## config.mk

```make
export PLATFORM = sky130hd
export DESIGN_NAME = rom_burst_reader
export DESIGN_NICKNAME = d
export VERILOG_FILES = /design/src/rtl/rom_burst_reader.sv
export SDC_FILE = /design/constraint.sdc
export NUM_CORES = 1
export LEC_CHECK = 0
export BUFFER_PORTS_ARGS = -buffer_cell sky130_fd_sc_hd__buf_2
export CAP_MARGIN = 40
export CORE_MARGIN = 2
export CORE_UTILIZATION = 40
export DETAILED_ROUTE_END_ITERATION = 16
export PLACE_DENSITY_LB_ADDON = 0.3
export SYNTH_ARGS = -nofsm -noshare
export SYNTH_HDL_FRONTEND = slang
export SYNTH_SLANG_ARGS = --single-unit
```

## constraint.sdc

```tcl
create_clock -name clk -period 5 [get_ports clk]
set_clock_uncertainty 0.2 [all_clocks]
set_input_delay 0.5 -clock clk [delete_from_list [all_inputs] [get_ports clk]]
set_output_delay 0.5 -clock clk [all_outputs]
set_load 0.005 [all_outputs]
```

## src/rtl/rom_burst_reader.sv

```systemverilog
// rom_burst_reader: burst read sequencer that drives the 16:1 ROM word-mux select, registers
// the mux output and presents each word downstream over valid/ready. Optional: ROM_BURST_PREFETCH_EN.
module rom_burst_reader #(
  parameter int WIDTH = 8
) (
  input  logic             clk,
  input  logic             rst_n,
  input  logic             start,
  input  logic [3:0]       start_addr,
  input  logic [3:0]       burst_len,
  output logic [3:0]       mux_a,
  input  logic [WIDTH-1:0] mux_q,
  output logic [WIDTH-1:0] dout,
  output logic             dout_valid,
  input  logic             dout_ready,
  output logic             busy,
  output logic             done
);

  typedef enum logic [1:0] {
    IDLE = 2'd0,
    LOAD = 2'd1,
    SEND = 2'd2
  } state_t;

  state_t           state_reg, state_next;
  logic [3:0]       addr_reg, addr_next;
  logic [3:0]       cnt_reg, cnt_next;
  logic [WIDTH-1:0] dout_reg, dout_next;
  logic             dout_valid_reg, dout_valid_next;
  logic             done_reg, done_next;
  logic             handshake;

  always_ff @(posedge clk) begin
    if (!rst_n) begin
      state_reg      <= IDLE;
      addr_reg       <= 4'd0;
      cnt_reg        <= 4'd0;
      dout_reg       <= '0;
      dout_valid_reg <= 1'b0;
      done_reg       <= 1'b0;
    end else begin
      state_reg      <= state_next;
      addr_reg       <= addr_next;
      cnt_reg        <= cnt_next;
      dout_reg       <= dout_next;
      dout_valid_reg <= dout_valid_next;
      done_reg       <= done_next;
    end
  end

  assign handshake = dout_valid_reg & dout_ready;

  // The mux path is combinational from addr_reg; prefetch looks one word ahead while in SEND.
  always_comb begin
    mux_a = addr_reg;
`ifdef ROM_BURST_PREFETCH_EN
    if (state_reg == SEND) begin
      mux_a = addr_reg + 4'd1;
    end
`endif
  end

  always_comb begin
    state_next      = state_reg;
    addr_next       = addr_reg;
    cnt_next        = cnt_reg;
    dout_next       = dout_reg;
    dout_valid_next = dout_valid_reg;
    done_next       = 1'b0;

    case (state_reg)
      IDLE: begin
        if (start) begin
          addr_next  = start_addr;
          cnt_next   = burst_len;
          state_next = LOAD;
        end
      end

      LOAD: begin
        dout_next       = mux_q;
        dout_valid_next = 1'b1;
        state_next      = SEND;
      end

      SEND: begin
        if (handshake) begin
          if (cnt_reg == 4'd0) begin
            // dout deliberately keeps the last word after the burst ends
            dout_valid_next = 1'b0;
            done_next       = 1'b1;
            state_next      = IDLE;
          end else begin
            addr_next = addr_reg + 4'd1;
            cnt_next  = cnt_reg - 4'd1;
`ifdef ROM_BURST_PREFETCH_EN
            dout_next       = mux_q;
            dout_valid_next = 1'b1;
            state_next      = SEND;
`else
            dout_valid_next = 1'b0;
            state_next      = LOAD;
`endif
          end
        end
      end

      default: begin
        state_next      = IDLE;
        dout_valid_next = 1'b0;
      end
    endcase
  end

  assign dout       = dout_reg;
  assign dout_valid = dout_valid_reg;
  assign done       = done_reg;
  assign busy       = (state_reg != IDLE);

endmodule

```

==> results.py <==
metrics = {
    "floorplan": {
        "die_height_um": 52.4,
        "die-area_um2": 2750,
        "die_w_um": 52.4,
        "rows": 17,
        "initial_core_util_pct": 42.4,
        "ioPinCount": 35,
        "core_um2": 2210,
    },
    "drt": {
        "drc": 0,
        "vias_per_cell": 5.19,
        "wl_um": 2100,
        "drtAntennaViolNets": 0,
        "drtPass1Iterations": 4,
        "wire_per_inst_um": 12.4,
        "vias": 882,
        "drtIter0Drc": 15,
    },
    "critical_path": {
        "reg2regPathDepth": 3,
        "endpoint_kind": "register",
        "arrival_ps": 2100,
        "cp.depth": 3,
        "worstSetupPathType": "reg -> reg",
        "crit_fanout": 13,
        "cp_top_family": "simple AND/OR/NAND/NOR gates",
        "required_ps": 5010,
        "cp_num_buf_inv": 0,
        "slowest_delay_ps": 780,
        "cp_cell_sequence": "nor2b_1 -> o21ai_0 -> a221oi_1",
        "slowest_stage": "nor2b_1",
        "startpoint_type": "register",
    },
    "cells_and_area": {
        "layout_commonest_cell": "buf_2",
        "diodes": 0,
        "fin_cells": 170,
        "nets": 165,
        "final_cell_mix": "buf_2 (34), nand2_1 (24), dfxtp_1 (20)",
        "drive_above_1_share_pct": 31.0,
        "largest_register_ff_count": 8,
        "syn_to_final_growth_pct": 23.2,
    },
    "yosys": {
        "ys_ff_latch": 20,
        "synth-edff-count": 0,
        "synthFlopType": "dfxtp_1",
        "yosysWarningCount": 0,
        "seq_area_frac_synth_pct": 42.7,
        "netlist_instances": 110,
        "syn-num-nets": 132,
        "netlist_area_um2": 938,
        "synth.avg_cell_area_um2": 8.53,
        "synthArstFlopShare_pct": 0,
        "ys_types": 35,
    },
    "cts": {
        "cts_buffers": 3,
        "htreeDepth": 1,
        "cts-hold-fix-buffers": 0,
        "cts_max_path_buffers": 2,
        "clkTransAtPathRegs_ps": 120,
        "clock-sinks": 20,
        "cts_resized": 0,
        "cts_tree": "built",
        "cts_root_buf": "clkbuf_4",
        "post_cts_buffers": 0,
        "clk_latency_ps": 310,
    },
    "placement": {
        "dp.cells": 166,
        "hpwl_um": 1520,
        "io_buffers": 34,
        "globalplace.congestion": 0.706,
    },
    "global_routing": {
        "grt.total_usage_pct": 17.0,
        "antenna_found_initial": 0,
        "grt_pass1_wl_um": 3410,
        "grt_pass1_vias": 783,
        "grt.overflow.total": 0,
        "grt_max_degree": 18,
    },
    "sta": {
        "setup_viol": 0,
        "min_period_ps": 2090,
        "tns_ps": 0,
        "max_freq_ghz": 0.479,
        "rsz0062_at_grt": "no",
        "hold_viol": 0,
        "slew_headroom_pct": 38.6,
        "fin_crit_sh_pct": 41.8,
        "drv_slew": 0,
        "worst_pin_slew_ps": 919,
    },
    "run_status": {
        "status": "finished, final reports clean",
    },
    "hold_path": {
        "min_path_type": "in -> reg",
        "min_path_cells": 3,
    },
    "job": {
        "max-cap-violations": 0,
    },
    "pwr": {
        "p_leak_nw": 0.503,
        "power_density_nw_per_um2": 341,
        "vdd_drop_max_mv": 0.151,
    },
}
==> synth_stat cells (2+ instances only) <==
library cell | count | area share (%)
a211oi_1 | 2 | 1.6
a21boi_0 | 2 | 1.6
a21oi_1 | 14 | 7.5
buf_2 | 2 | 1.1
buf_6 | 2 | 2.4
clkbuf_1 | 2 | 0.80
dfxtp_1 | 20 | 43
ha_1 | 2 | 2.7
inv_1 | 4 | 1.6
nand2_1 | 24 | 9.6
nand2b_1 | 3 | 2.0
nand3_1 | 2 | 1.1
nor2_1 | 4 | 1.6
nor2b_1 | 2 | 1.3
o211ai_1 | 2 | 1.6
o21ai_0 | 4 | 2.1
==> worst paths after layout <==
check,from,end,slack [ps]
worst max-delay path,state_reg[1]$_SDFFE_PN0P_,cnt_reg[0]$_SDFFE_PN0P_,2910
worst min-delay path,mux_q[5],dout[5]$_SDFFE_PN0P_,210
worst min register to register,dout[0]$_SDFFE_PN0P_,dout[0]$_SDFFE_PN0P_,260
worst max register to register,state_reg[1]$_SDFFE_PN0P_,cnt_reg[0]$_SDFFE_PN0P_,2910
==> logic make-up after synthesis <==
kind of cell	Yosys count	share of synthesized area, %
adders and majority gates	2	2.67
muxes	1	1.07
AOI/OAI and AO/OA	33	24.7
xor gates and xnor gates	1	0.934
DFF	20	42.7
and+or+nand+nor	42	21.7
buffers and inverters	11	6.27
==> routing by layer <==
layer	vias up	GRT usage, %	wire, um
li1	445	-	-
met1	406	21.0	954
met2	25	26.9	985
met3	6	2.57	103
met4	0	11.5	58
met5	-	0	0
==> worst reg2reg max path: stages, from the launching register on <==
cell and delay, ps:
dfxtp_1 520, nor2b_1 790, o21ai_0 170, a221oi_1 330
==> power breakdown <==
part / internal (mW) / leakage [nW] / switching, mW
logic: 0.0360 / 0.311 / 0.0390
registers: 0.173 / 0.164 / 0.0124
clock network: 0.0810 / 0.0279 / 0.0527
==> area by class of cell <==
cell class                 count  area (um^2)
fill                         226         1060
multi-input combinational     79          479
sequential                    20          400
timing repair buffer          34          170
tap                           28         35.0
clock inverter                 1         30.0
clock buffer                   3         22.5
inverter                       5         18.8
==> through the flow <==
step           power [mW]  util [%]  setup slack, ps  hold WS (ps)  instance area (um^2)
4_1_cts             0.396      52.3             2930           210                  1160
5_1_grt             0.416      52.3             2730           212                  1160
6_report            0.394      52.3             2910           215                  1160
3_5_place_dp        0.264      49.9             2880           246                  1100
3_3_place_gp        0.261      49.9             2960           240                  1100
2_1_floorplan       0.241         -             3230           253                   938
No activity file was read; power rests on OpenSTA's default activity.
